--- src/rtl/addsub_pkg.sv ---
// Shared types and constants for the nibble-serial add/subtract sequencer.
package addsub_pkg;

  localparam int NIBBLE_W = 4;

  typedef enum logic [1:0] {
    IDLE = 2'd0,
    RUN  = 2'd1,
    DONE = 2'd2
  } state_t;

  localparam logic OP_ADD = 1'b0;
  localparam logic OP_SUB = 1'b1;

endpackage

--- src/rtl/fourBitRCA.sv ---
// Purely combinational 4-bit ripple-carry adder slice.
module fourBitRCA (
  input  logic [3:0] A,
  input  logic [3:0] B,
  input  logic       Cin,
  output logic [3:0] Sum,
  output logic       Cout
);

  assign {Cout, Sum} = {1'b0, A} + {1'b0, B} + {4'b0000, Cin};

endmodule

--- src/rtl/addsub_serial_ctrl.sv ---
// Nibble-serial W-bit add/subtract around one fourBitRCA slice, valid/ready on both sides.
// Optional macro ADDSUB_OVF_EN enables the registered signed-overflow flag (Ovf tied to 0 otherwise).
module addsub_serial_ctrl
  import addsub_pkg::*;
#(
  parameter int WORDS = 4
) (
  input  logic                      clk,
  input  logic                      rst,
  input  logic                      InValid,
  output logic                      InReady,
  input  logic                      Op,
  input  logic [NIBBLE_W*WORDS-1:0] A,
  input  logic [NIBBLE_W*WORDS-1:0] B,
  output logic                      OutValid,
  input  logic                      OutReady,
  output logic [NIBBLE_W*WORDS-1:0] Result,
  output logic                      Cout,
  output logic                      Ovf
);

  localparam int W     = NIBBLE_W * WORDS;
  localparam int IDX_W = (WORDS > 1) ? $clog2(WORDS) : 1;
  localparam logic [IDX_W-1:0] IDX_LAST = IDX_W'(WORDS - 1);

  state_t           state;
  state_t           next_state;
  logic [IDX_W-1:0] idx;
  logic [W-1:0]     a_reg;
  logic [W-1:0]     b_reg;
  logic             carry;
  logic [W-1:0]     result_reg;
  logic             cout_reg;
  logic             last;
  logic [3:0]       slice_a;
  logic [3:0]       slice_b;
  logic [3:0]       slice_sum;
  logic             slice_cout;

  assign last    = (idx == IDX_LAST);
  assign slice_a = a_reg[NIBBLE_W*idx +: NIBBLE_W];
  assign slice_b = b_reg[NIBBLE_W*idx +: NIBBLE_W];

  fourBitRCA u_slice (
    .A    (slice_a),
    .B    (slice_b),
    .Cin  (carry),
    .Sum  (slice_sum),
    .Cout (slice_cout)
  );

  // State register.
  always_ff @(posedge clk or posedge rst) begin
    if (rst) begin
      state <= IDLE;
    end else begin
      state <= next_state;
    end
  end

  // Next-state decode; no accept is possible outside IDLE.
  always_comb begin
    next_state = state;
    case (state)
      IDLE:    if (InValid) next_state = RUN;    else next_state = IDLE;
      RUN:     if (last)    next_state = DONE;   else next_state = RUN;
      DONE:    if (OutReady) next_state = IDLE;  else next_state = DONE;
      default: next_state = IDLE;
    endcase
  end

  // Operand capture and one-nibble-per-cycle datapath.
  always_ff @(posedge clk or posedge rst) begin
    if (rst) begin
      idx        <= '0;
      a_reg      <= '0;
      b_reg      <= '0;
      carry      <= 1'b0;
      result_reg <= '0;
      cout_reg   <= 1'b0;
    end else begin
      case (state)
        IDLE: begin
          if (InValid) begin
            a_reg <= A;
            b_reg <= (Op == OP_SUB) ? ~B : B;
            carry <= Op;
            idx   <= '0;
          end
        end
        RUN: begin
          result_reg[NIBBLE_W*idx +: NIBBLE_W] <= slice_sum;
          carry <= slice_cout;
          if (last) begin
            cout_reg <= slice_cout;
            idx      <= '0;
          end else begin
            idx <= idx + 1'b1;
          end
        end
        default: begin
        end
      endcase
    end
  end

`ifdef ADDSUB_OVF_EN
  logic ovf_reg;

  // Signed overflow: like-signed operands producing a result of the other sign.
  always_ff @(posedge clk or posedge rst) begin
    if (rst) begin
      ovf_reg <= 1'b0;
    end else if (state == RUN && last) begin
      ovf_reg <= (a_reg[W-1] == b_reg[W-1]) && (slice_sum[3] != a_reg[W-1]);
    end
  end

  assign Ovf = ovf_reg;
`else
  assign Ovf = 1'b0;
`endif

  assign InReady  = (state == IDLE);
  assign OutValid = (state == DONE);
  assign Result   = result_reg;
  assign Cout     = cout_reg;

endmodule

--- config.mk ---
export PLATFORM = sky130hd
export DESIGN_NAME = addsub_serial_ctrl
export DESIGN_NICKNAME = d
export VERILOG_FILES = /design/src/rtl/addsub_pkg.sv /design/src/rtl/fourBitRCA.sv /design/src/rtl/addsub_serial_ctrl.sv
export SDC_FILE = /design/constraint.sdc
export NUM_CORES = 1
export LEC_CHECK = 0
export CORE_AREA = 4 4 88 90
export CTS_CLUSTER_SIZE = 20
export DETAILED_ROUTE_END_ITERATION = 10
export DIE_AREA = 0 0 92 94
export PLACE_DENSITY = 0.69
export SLEW_MARGIN = 30
export SYNTH_ARGS = -nofsm -noshare
export SYNTH_HDL_FRONTEND = slang
export SYNTH_SLANG_ARGS = --single-unit
--- constraint.sdc ---
create_clock -name clk -period 3.2 [get_ports clk]
set_input_delay 0.48 -clock clk [delete_from_list [all_inputs] [get_ports clk]]
set_output_delay 0.48 -clock clk [all_outputs]
set_load 0.01 [all_outputs]
Yosys cells after proc, flatten, opt, wreduce, memory -nomap -nowiden
Index checks and enable logic that the tools add are counted.
W data, S select, Z words.
{"block": "word_totals", "regBits": 54, "in_bits": 37, "out_inout_bits": 20, "wordCells": 36}
{"block": "classes", "add_sub_neg": 4, "n_eq_ne": 4, "n_shift": 4, "mux": 11, "bitwise": 1, "n_reduce_logical": 5}
{"operator": "$neg A4 Y34", "n": 1}
{"operator": "$shift A4 B34 Y16 const A", "n": 1}
{"operator": "$shiftx A4 B34 Y16", "n": 1}
{"operator": "$shiftx A16 B5 Y4", "n": 2}
{"operator": "$bwmux W16", "n": 1}
{"operator": "$mux W16", "n": 1}
{"operator": "$not A16 Y16", "n": 1}
{"operator": "$mux W2", "n": 4}
{"operator": "$pmux W2 S3", "n": 1}
{"operator": "$reduce_and A2 Y1", "n": 3}
{"operator": "$add A4 B4 Y5", "n": 1}
{"operator": "$add A5 B1 Y5", "n": 1}
{"operator": "$eq A2 B2 Y1 const B", "n": 2}
{"operator": "$pmux W2 S2", "n": 1}
{"operator": "$add A2 B1 Y2 const B", "n": 1}
{"operator": "$eq A2 B1 Y1 const B", "n": 1}
{"operator": "$logic_not A2 Y1", "n": 1}
{"operator": "$mux W1", "n": 2}
{"operator": "$ne A2 B2 Y1 const B", "n": 1}
{"operator": "$pmux W1 S2", "n": 1}
{"operator": "$reduce_bool A2 Y1", "n": 1}

Longest topological paths before layout
Gate-level depths: netlist (run 1).
{"block": "depth", "depth_word": 5, "mapped_depth": 7, "depth_no_buf": 6}

Modules after synthesis
Synthesis (run 1) repeated with hierarchy kept, for this count alone.
{"block": "hier_totals", "hier_cells": 219, "area_unflattened_um2": 2860.2}
{"mod": "addsub_serial_ctrl", "n_inst": 1, "cells_per_inst": 203, "area_per_inst_um2": 2716.4, "seq_area_each_um2": 1351.3}
{"mod": "fourBitRCA", "n_inst": 1, "cells_per_inst": 16, "area_per_inst_um2": 143.9, "seq_area_each_um2": 0.0}

Least setup slack after synthesis (run 1)
No wires, ideal clock.
{"block": "synth_path", "path_type": "register -> register", "from": "register idx[0]", "to": "register carry", "setup_time_ps": 133, "arrival_time_ps": 2516, "required_ps": 3067, "path_slack_ps": 551, "stages_incl_launch_ff": 8, "n_path_buf": 1, "synth_period_minus_slack_ps": 2649, "path_cell_list": "dfrtp_1 > buf_4 > mux4_2 > fa_1 > fa_1 > a21o_1 > a21oi_1 > o211ai_1"}
{"block": "synth_between", "elab_chain_cells": 4}
{"item": "from (decl)", "line_no": "addsub_serial_ctrl.sv:28", "source": "logic [IDX_W-1:0] idx;"}
{"item": "from (signal assigned)", "line_no": "addsub_serial_ctrl.sv:98", "source": "idx <= idx + 1'b1;"}
{"item": "$shiftx A16 B5 Y4, on equally long branches", "line_no": "addsub_serial_ctrl.sv:41, addsub_serial_ctrl.sv:42"}
{"item": "$add A4 B4 Y5 *", "line_no": "fourBitRCA.sv:10", "source": "assign {Cout, Sum} = {1'b0, A} + {1'b0, B} + {4'b0000, Cin};"}
{"item": "$add A5 B1 Y5 *", "line_no": "fourBitRCA.sv:10"}
{"item": "$pmux W1 S2 *", "line_no": "addsub_serial_ctrl.sv:82", "source": "case (state)"}
{"item": "to (signal assigned)", "line_no": "addsub_serial_ctrl.sv:87", "source": "carry <= Op;"}
{"item": "to (signal assigned)", "line_no": "addsub_serial_ctrl.sv:93", "source": "carry <= slice_cout;"}
{"item": "to (decl)", "line_no": "addsub_serial_ctrl.sv:31", "source": "logic carry;"}
Every way passes the cells marked *; elsewhere a longest branch is shown, timed or not.
A chain may end at the register's enable or synchronous reset.

Final worst setup path (run 1)
{"block": "layout_path", "from": "register idx[0]", "to": "register cout_reg (netlist: Cout)"}
{"block": "layout_between", "elab_chain_cells": 3}
{"item": "$shiftx A16 B5 Y4, on equally long branches", "line_no": "addsub_serial_ctrl.sv:41, addsub_serial_ctrl.sv:42"}
{"item": "$add A4 B4 Y5", "line_no": "fourBitRCA.sv:10"}
{"item": "$add A5 B1 Y5", "line_no": "fourBitRCA.sv:10"}
{"item": "to (signal assigned)", "line_no": "addsub_serial_ctrl.sv:95", "source": "cout_reg <= slice_cout;"}
{"item": "to (decl)", "line_no": "addsub_serial_ctrl.sv:33", "source": "logic cout_reg;"}
Several ways; a longest one is shown, not always the timed one.

==> results.md, run 1 <==
* Status: finished clean
* Initial Utilization at 38.9%
* CP max stage cell: dfrtp_1
* Worst hold slack at 0.438 ns
* Number of diodes at 0
* Endpoints failing hold at 0
* CTS Buffer Depth at 2
* WL/cell at 13.8 microns
* Mapped Cells at 239
* Row count at 31
* Grt total ovfl at 0
* Worst Path Class, Setup: flop to flop
* Root Buffer Master: clkbuf_8
* Unrepaired setup endpoints after global routing: no
* Crit share post-route at 85.5%
* Crit end category: flop
* Slew margin rel. at 41.7%
* Detailed-route via count at 1874
* Inserted Clock Buffers at 5
* Final setup violating endpoints at 0
* I/O pins at 57
* Buffers & Inverters on Critical Path at 0
* Final slew viol count at 0
* Highest clock rate at 365 MHz
* CTS tree: built
* Die H at 94 microns
* Hold crit path type: primary input to asynchronous set/reset pin
* CP most frequent cell: fa_1
* Post-DP HPWL at 4070 microns
* Post-Route WL at 5380 microns
* Skew final at 0.00476 ns
* Largest net degree at the start of global routing at 52
* Hold_buf cts at 0
* Postcts setup bufs at 0
* Area Overhead vs Synth at 25.2%
* Clock Sink Count at 54
* Worst path max stage delay at 0.66 ns
* Die area at 0.00865 sq mm
* Pint at 2.04 mW
* CP Launch Type: flop
* Area leader, netlist: dfrtp_1
* Peak VDD IR at 0.467 mV
* Worst path top cell family by delay: adder cells
* Fin nets at 338
* Post-CTS sizing at 0
* Layout cells sized above 1 at 14.4%
* P_leak at 1.52 nW
* Setup TNS at 0 ns
* Clk pwr share at 13.6%
* Top cells by area, synth: dfrtp_1, nand2_1, mux4_2
* Initial antenna violation count at 0
* Post-DR vias/cell at 4.81
* Initial DRC Count at 83
* Max Cap Viol at 0
* DIE WIDTH at 92 microns
* Yosys top cell area share at 49.2%
* Min Clock Period, post-route at 2.74 ns
* Clock slew at reported path FFs at 0.09 ns
* H-Tree Depth at 2
* Clk_lat worst skew at 0.31 ns
* Detail Route Antenna Nets at 0
* DR DRC count at 0
* CP Max Fanout at 9
* Post-Syn Area at 0.00274 sq mm
* Average cell area after synthesis at 11.5 sq um
* Required @ worst endpoint at 3.38 ns
* Tot GR Track Use at 13.2%
* Vias in the first global route at 1921
* PortBufs at 55
* Combinational power share at 50.3%
* NetSw at 1.33 mW
* Placer Congestion at 0.784
* First-pass GRT wire length at 8960 microns
* Synth warnings at 0
* Reg2reg setup slack at 0.46 ns
* Worst path arrival time at 2.91 ns
* Fillcell total at 688
* Yosys cell types at 37
* Sequential share of the synthesized area at 49.2%
* Sw Ratio at 39.5%
* FF+latch count, synth at 54
* Least-Margin Pin Slew at 0.872 ns
* First-pass iteration count of the detailed router at 4
* Sequential power share at 36.2%
* Power density over the cells at 979 mW/mm^2
* Core area at 0.00706 sq mm
* Synthesized Nets at 287
* Crit path cell chain: mux4_2 -> fa_1 -> fa_1 -> a21o_1 -> a21oi_1 -> a31oi_1
[routing by layer]
layer,track usage (%),vias to the layer above,wire (microns),part of all wire (%)
li1,-,930,-,-
met1,16.4,884,2300,43
met2,21.8,51,2630,49
met3,3.77,9,344,6.4
met4,5.45,0,104,1.9
met5,0,-,0,0
[power by group through the flow]
stage	registers (mW)	logic [mW]	clock network, mW
after floorplan	1.16	1.29	0
after global placement	1.22	1.67	0
after detailed placement	1.24	1.72	0
after CTS	1.23	1.72	0.468
after global routing	1.26	1.90	0.494
final	1.22	1.69	0.456
[placed cells by master, fill, tap and decap left out, drive strengths merged]
cell type      Yosys  routed
nand2             69      69
clkdlybuf4s50      0      55
dfrtp             54      54
o21ai             17      17
xnor2             16      16
a22o              13      13
ha                 9       9
mux4               8       8
clkbuf             1       6
a32o               4       4
buf               14       4
inv                4       4
o31ai              2       2
nand3b             2       2
nor2b              2       2
nor2               2       2
and3               2       2
a21oi              2       2
fa                 2       2
or3b               2       2
nand3              2       2
nor4b              2       2
nor3b              1       1
nand2b             1       1
xor2               1       1
a211oi             1       1
o21bai             1       1
nor4bb             1       1
a21o               1       1
a31oi              1       1
o211ai             1       1
conb               1       1
bufinv             0       1
clkinvlp           0       1
[layout make-up]
type,instances,area (sq um),area share [%]
Clock buffer,6,72.6,2.11
Clock inverter,2,37.5,1.09
Tap cell,99,124,3.61
Multi-Input combinational cell,166,1250,36.5
Timing Repair Buffer,59,581,16.9
Inverter,4,15.0,0.437
Sequential cell,54,1350,39.3
[final timing paths]
| check | startpoint | endpoint | cells past startpoint |
|---|---|---|---|
| max | idx[0] | Cout | 6 |
| min | rst | Result[9] | 2 |
| max reg2reg | idx[0] | Cout | 6 |
| min reg2reg | a_reg[11] | a_reg[11] | 2 |
| max in group asynchronous | rst | a_reg[3] | 3 |
| min in group clk | a_reg[11] | a_reg[11] | 2 |
[per-stage QoR]
step | utilization, % | worst slack (ns) | cell area [sq um] | cells | total power, mW
after floorplan | - | 0.551 | 2740 | 239 | 2.45
after global placement | 47.1 | 0.506 | 3320 | 382 | 2.90
after detailed placement | 47.1 | 0.456 | 3330 | 382 | 2.95
after CTS | 48.7 | 0.434 | 3440 | 390 | 3.41
after global routing | 48.7 | 0.232 | 3440 | 390 | 3.66
final | 48.7 | 0.463 | 3440 | 390 | 3.36
[kinds of logic (layout without fill, tap and decap cells)]
| family | after synthesis | count (layout) | synth area share (%) |
|---|---|---|---|
| AOI/OAI and AO/OA | 43 | 43 | 13.1 |
| xor gates and xnor gates | 17 | 17 | 5.43 |
| adders and majority gates | 11 | 11 | 5.56 |
| buffers and inverters | 19 | 71 | 5.11 |
| DFF | 54 | 54 | 49.2 |
| muxes | 8 | 8 | 6.57 |
| other | 1 | 1 | 0.137 |
| and+or+nand+nor | 86 | 86 | 14.8 |
[cells in the mapped netlist (all sizes together)]
cell     n
nand2   69
dfrtp   54
o21ai   17
xnor2   16
buf     14
a22o    13
ha       9
mux4     8
a32o     4
inv      4
a21oi    2
and3     2
fa       2
nand3    2
nand3b   2
nor2     2
nor2b    2
nor4b    2
o31ai    2
or3b     2
a211oi   1
a21o     1
a31oi    1
clkbuf   1
conb     1
nand2b   1
nor3b    1
nor4bb   1
o211ai   1
o21bai   1
xor2     1
Power figures use the tool's default switching activity.
==> inputs of run 2 (changes only) <==
--- a/config.mk
+++ b/config.mk
@@ -5,6 +5,8 @@
 export SDC_FILE = /design/constraint.sdc
 export NUM_CORES = 1
 export LEC_CHECK = 0
+export ABC_CLOCK_PERIOD_IN_PS = 3200
+export CAP_MARGIN = 0
 export CORE_AREA = 4 4 88 90
 export CTS_CLUSTER_SIZE = 20
 export DETAILED_ROUTE_END_ITERATION = 10
==> results of run 2 <==
Final layout, timing and power as in run 1 (identical DEF).
==> inputs of run 3 (changes only) <==
--- a/config.mk
+++ b/config.mk
@@ -7,11 +7,11 @@
 export LEC_CHECK = 0
 export ABC_CLOCK_PERIOD_IN_PS = 3200
 export CAP_MARGIN = 0
-export CORE_AREA = 4 4 88 90
+export CORE_AREA = 4 4 110 112
 export CTS_CLUSTER_SIZE = 20
 export DETAILED_ROUTE_END_ITERATION = 10
-export DIE_AREA = 0 0 92 94
-export PLACE_DENSITY = 0.69
+export DIE_AREA = 0 0 114 116
+export PLACE_DENSITY = 0.49
 export SLEW_MARGIN = 30
 export SYNTH_ARGS = -nofsm -noshare
 export SYNTH_HDL_FRONTEND = slang
==> run 3 against run 2 <==
Against the previous run:
- critical path depth unchanged
- final cell count rose by 12%
- register-to-register slack got worse by 0.04 ns
- non-clock buffer count grew 1
- power rose by 3.8%
- utilization decreased by 17 points
- sequential power is essentially flat
- sequential share of layout area down 1.1 points
- clock skew increased by 0.0031 ns
- global-route usage fell by 3.6 points
- flip-flop and latch count unchanged
- critical endpoint is now Result[3]
==> results.md, run 3 (synthesis gave the netlist of run 1 again) <==
* Most used routing layer: met2 (unchanged)
* Max Cap Viol at 0 (unchanged)
* Crit path cell chain: buf_4 -> mux4_2 -> ha_1 -> a211oi_1 -> or3b_2 -> a32o_1 (was mux4_2 -> fa_1 -> fa_1 -> a21o_1 -> a21oi_1 -> a31oi_1)
* Grt total ovfl at 0 (unchanged)
* First-pass iteration count of the detailed router at 4 (unchanged)
* Final setup violating endpoints at 0 (unchanged)
* DIE WIDTH at 114 microns (was 92 microns)
* Tot GR Track Use at 9.62% (was 13.2%)
* Final slew viol count at 0 (unchanged)
* Number of diodes at 0 (unchanged)
* CTS tree: built (unchanged)
* Worst path max stage delay at 0.65 ns (was 0.66 ns)
* CP Launch Type: flop (unchanged)
* I/O pins at 57 (unchanged)
* Reg2reg start: idx[0] (unchanged)
* Crit. path cell count at 6 (unchanged)
* Hold_buf cts at 0 (unchanged)
* P_leak at 1.55 nW (was 1.52 nW)
* Hold worst-path end: b_reg[15]
* Inserted Clock Buffers at 5 (unchanged)
* DR DRC count at 0 (unchanged)
* Reg2reg setup slack at 0.43 ns (was 0.46 ns)
* PortBufs at 55 (unchanged)
* Detail Route Antenna Nets at 0 (unchanged)
* Area Overhead vs Synth at 28.8% (was 25.2%)
* Die area at 0.0132 sq mm (was 0.00865 sq mm)
* Met1 usage at 13.3% (was 16.4%)
* Placer Congestion at 0.737 (was 0.784)
* Final instance area at 0.00353 sq mm (was 0.00344 sq mm)
* Post-Route WL at 6100 microns (was 5380 microns)
* Vias in the first global route at 1985 (was 1921)
* Skew final at 0.00791 ns (was 0.00476 ns)
* Worst Path Class, Setup: flop to flop (unchanged)
* Root Buffer Master: clkbuf_16 (was clkbuf_8)
* Slew margin rel. at 40.0% (was 41.7%)
* Post-DP HPWL at 4650 microns (was 4070 microns)
* Endpoints failing hold at 0 (unchanged)
* Clock slew at reported path FFs at 0.07 ns (was 0.09 ns)
* WL/cell at 14.0 microns (was 13.8 microns)
* Worst hold slack at 0.477 ns (was 0.438 ns)
* Worst path arrival time at 2.96 ns (was 2.91 ns)
* Least-Margin Pin Slew at 0.898 ns (was 0.872 ns)
* Setup TNS at 0 ns (unchanged)
* DP Area at 0.00339 sq mm (was 0.00333 sq mm)
* First-pass GRT wire length at 10200 microns (was 8960 microns)
* CTS Buffer Depth at 2 (unchanged)
* Min Clock Period, post-route at 2.77 ns (was 2.74 ns)
* Layout cells sized above 1 at 15.1% (was 14.4%)
* Die H at 116 microns (was 94 microns)
* Required @ worst endpoint at 3.38 ns (about the same)
* Clk_lat worst skew at 0.29 ns (was 0.31 ns)
* Worst path top cell family by delay: flip-flops (was adder cells)
* Most frequent cells in the layout: nand2_1, clkdlybuf4s50_1, dfrtp_1 (unchanged)
* R2R depth at 6 (unchanged)
* Initial antenna violation count at 0 (unchanged)
* Unrepaired setup endpoints after global routing: no (unchanged)
* Crit share post-route at 86.7% (was 85.5%)
* Post-CTS sizing at 0 (unchanged)
* Crit end category: flop (unchanged)
* Power density over the cells at 988 mW/mm^2 (was 979 mW/mm^2)
* Fin nets at 339 (was 338)
* Peak VDD IR at 0.357 mV (was 0.467 mV)
* Clock Sink Count at 54 (unchanged)
* Core area at 0.0112 sq mm (was 0.00706 sq mm)
* Leading cell type in the layout, fill and taps excluded: nand2_1 (unchanged)
* Reg2reg end: Result[3] (was Cout)
* H-Tree Depth at 2 (unchanged)
* Met2 GRT Util at 14.9% (was 21.8%)
* Status: finished clean (unchanged)
* Highest clock rate at 361 MHz (was 365 MHz)
* CP Max Fanout at 10 (was 9)
* Post-DR vias/cell at 4.31 (was 4.81)
* Largest net degree at the start of global routing at 51 (was 52)
* Initial DRC Count at 102 (was 83)
* Detailed-route via count at 1873 (was 1874)
* Hold depth at 2
* Hold_sp: b_reg[15]
* CP max stage cell: dfrtp_1 (unchanged)
* Postcts setup bufs at 0 (unchanged)
* Buffers & Inverters on Critical Path at 1 (was 0)
* Hold crit path type: flop to flop (was primary input to asynchronous set/reset pin)
* M3 GR Usage at 2.30% (was 3.77%)
* Initial Utilization at 24.4% (was 38.9%)
* Row count at 39 (was 31)
-- run 3: worst max path at each step --
stage | from | slack, ns | to
2_1_floorplan | idx[0] | 0.55 | carry
3_3_place_gp | idx[0] | 0.50 | Result[3]
3_5_place_dp | idx[0] | 0.41 | Result[3]
4_1_cts | idx[0] | 0.40 | Result[3]
5_1_grt | idx[0] | 0.27 | Result[3]
6_report | idx[0] | 0.43 | Result[3]
-- run 3: per-layer routing --
layer	vias up	share of wire (%)	wire, microns
li1	926	-	-
met1	883	46	2830
met2	54	46	2780
met3	10	6.2	377
met4	0	1.9	113
met5	-	0	0
-- run 3: tightest hold or removal path, stage by stage (launching register included) --
cell,delay (ns)
dfrtp_1,0.34
nand2_1,0.06
o21ai_2,0.05
-- run 3: cell type report --
class	count	area, sq um
fill	1181	7690
sequential	54	1350
multi-input combinational	166	1250
timing repair buffer	60	588
tap	143	179
clock buffer	5	125
clock inverter	3	21.3
inverter	4	15.0
-- run 3: stage by stage --
stage	std cells	util [%]	setup WS, ns	total power, mW
3_5_place_dp	427	30.2	0.406	3.02
6_report	435	31.5	0.427	3.49
4_1_cts	435	31.5	0.399	3.58
3_3_place_gp	427	30.2	0.496	2.99
2_1_floorplan	239	-	0.551	2.45
5_1_grt	435	31.5	0.273	3.81
-- run 3: power breakdown --
group	leakage (nW)	internal, mW	switching, mW
clock network	0.0698	0.290	0.243
logic	0.788	0.829	0.902
registers	0.690	0.983	0.243
total	1.55	2.10	1.39
==> RTL edit, RTL diff (flow settings as in run 1) <==
Build with the macro `ADDSUB_OVF_EN` defined.
--- a/src/rtl/addsub_serial_ctrl.sv
+++ b/src/rtl/addsub_serial_ctrl.sv
@@ -2,2 +2,4 @@
 // Optional macro ADDSUB_OVF_EN enables the registered signed-overflow flag (Ovf tied to 0 otherwise).
+`define ADDSUB_OVF_EN
+
 module addsub_serial_ctrl
Behaviour: not the same (Yosys sat finds a counterexample within 10 cycles, from zero or initial values and one cycle with rst high).
==> RTL edit against run 1 <==
  * Non-clock buffer count rose by 1
  * Sequential cell count rose by 1
  * Sequential share of layout area rose by 0.95 points
  * Synthesized area fell by 3.9%
  * Total power rose by 6.7%
  * Critical path type unchanged
  * Critical path depth rose by 1
  * Global-route usage rose by 0.084 points
  * Critical endpoint is now Ovf$_DFFE_PP0P_
  * Routed wire length fell by 1.1%
  * Setup slack improved by 0.098 ns
  * Cell area fell by 0.55%
  * Die area did not move
==> RTL edit: results (changes against run 1) <==
cell depth of the worst flop-to-flop path=7 (was 6); vias in the first global route=1,877 (was 1,921); syn_nets=263 (was 287); area of the multi-input gates=1200 µm² (was 1250 µm²); fraction of layout cells with a size suffix above 1=0.151 (was 0.144); placed instance area=3310 µm² (was 3330 µm²); clk_lat worst skew=0.31 ns (about the same); HPWL after DPL=4010 µm (was 4070 µm); initial antenna violation count=0 (unchanged); largest net degree at the start of global routing=56 (was 52); WHS Path Cells=2; Layout Nets=319 (was 338); final WL=5320 µm (was 5380 µm); via/cell ratio=4.87 (was 4.81); asr flop ratio synth=1.00 (unchanged); clk buf depth=2 (unchanged); M2 GR Usage=0.218 (about the same); CTS root buffer=clkbuf_8 (unchanged); register area share after synthesis=0.522 (was 0.492); CP peak stage delay=0.61 ns (was 0.66 ns); clk_skew=0.00772 ns (was 0.00476 ns); Clock Pin Slew Worst Setup and Hold Paths=0.10 ns; Slew HR=0.556 (was 0.417); GR Util met3=0.0369 (was 0.0377); dpl cells=363 (was 382); maximum vdd drop=0.551 mV (was 0.467 mV); Syn Inst Count=215 (was 239); DRT iter0 DRCs=83 (unchanged); post-synth top area cell=dfrtp_1 (unchanged); wire per inst=14.3 µm (was 13.8 µm); first drt pass iteration count=4 (unchanged); WL met1=2390 µm (was 2300 µm); Leakage=1.39 nW (was 1.52 nW); Filler cells=666 (was 688); Post-CTS Resized=0 (unchanged); Port-buffer cells=56 (was 55); Slowest-stage cell, CP=dfrtp_1 (unchanged); worst-path fanout max=10 (was 9); crit path DAT=2.87 ns (was 2.91 ns); delay-heaviest family, CP=flip-flops (was adder cells); worst slack at placement=0.561 ns (was 0.456 ns); Switching Power=0.00143 W (was 0.00133 W); top cells by area in the synthesized netlist=dfrtp_1, mux2_2, mux4_2 (was dfrtp_1, nand2_1, mux4_2); met1 Use GR=0.169 (was 0.164); Total GRT Usage=0.133 (was 0.132); Commonest cells post-synth=dfrtp_1, nor2_1, a21oi_1 (was nand2_1, dfrtp_1, o21ai_2, xnor2_1, a22o_1); Final GP Congestion=0.833 (was 0.784); H-tree depth=2 (unchanged); outcome=complete, no violations (unchanged); routed wl met2=2520 µm (was 2630 µm); wire length on met3=286 µm (was 344 µm); distinct cell type count after synthesis=30 (was 37); global-route wire length before repair=9000 µm (was 8960 µm); Tightest Hold Check Type=reg -> reg (was in -> async)
## RTL edit: final timing paths
check | start | end | slack (ns)
worst min-delay path | Result[14]$_DFFE_PP0P_ | Result[14]$_DFFE_PP0P_ | 0.50
worst min register to register | Result[14]$_DFFE_PP0P_ | Result[14]$_DFFE_PP0P_ | 0.50
min in group asynchronous | rst | Result[12]$_DFFE_PP0P_ | 0.66
worst max register to register | idx[0]$_DFFE_PP0P_ | Ovf$_DFFE_PP0P_ | 0.56
max in group asynchronous | rst | b_reg[11]$_DFFE_PP0P_ | 2.10
worst max-delay path | idx[0]$_DFFE_PP0P_ | Ovf$_DFFE_PP0P_ | 0.56
## RTL edit: cells by family (layout without fill, tap and decap cells)
kind of cell | Yosys count | count (layout) | synth area share
flip-flops | 55 | 55 | 0.522
AND/OR/NAND/NOR | 46 | 46 | 0.0835
AO/OA/AOI/OAI | 45 | 45 | 0.113
multiplexers | 24 | 24 | 0.137
XOR/XNOR | 18 | 18 | 0.0598
buffers and inverters | 16 | 73 | 0.0266
adder cells (fa/ha/maj) | 11 | 11 | 0.0579
## RTL edit: area by class of cell
cell class | instances | area share
clock buffers | 5 | 0.0201
clock inverters | 3 | 0.0139
inverters | 5 | 0.00549
multi-input cells | 144 | 0.350
flip-flops and latches | 55 | 0.403
well taps | 99 | 0.0363
repair buffers | 60 | 0.171
## RTL edit: power by group through the flow
| stage | registers [W] | logic, W | clock network (W) |
|---|---|---|---|
| 6_report | 0.00124 | 0.00187 | 0.000471 |
| 5_1_grt | 0.00129 | 0.00210 | 0.000504 |
| 4_1_cts | 0.00125 | 0.00188 | 0.000477 |
| 3_5_place_dp | 0.00127 | 0.00188 | 0 |
| 3_3_place_gp | 0.00126 | 0.00183 | 0 |
| 2_1_floorplan | 0.00119 | 0.00133 | 0 |
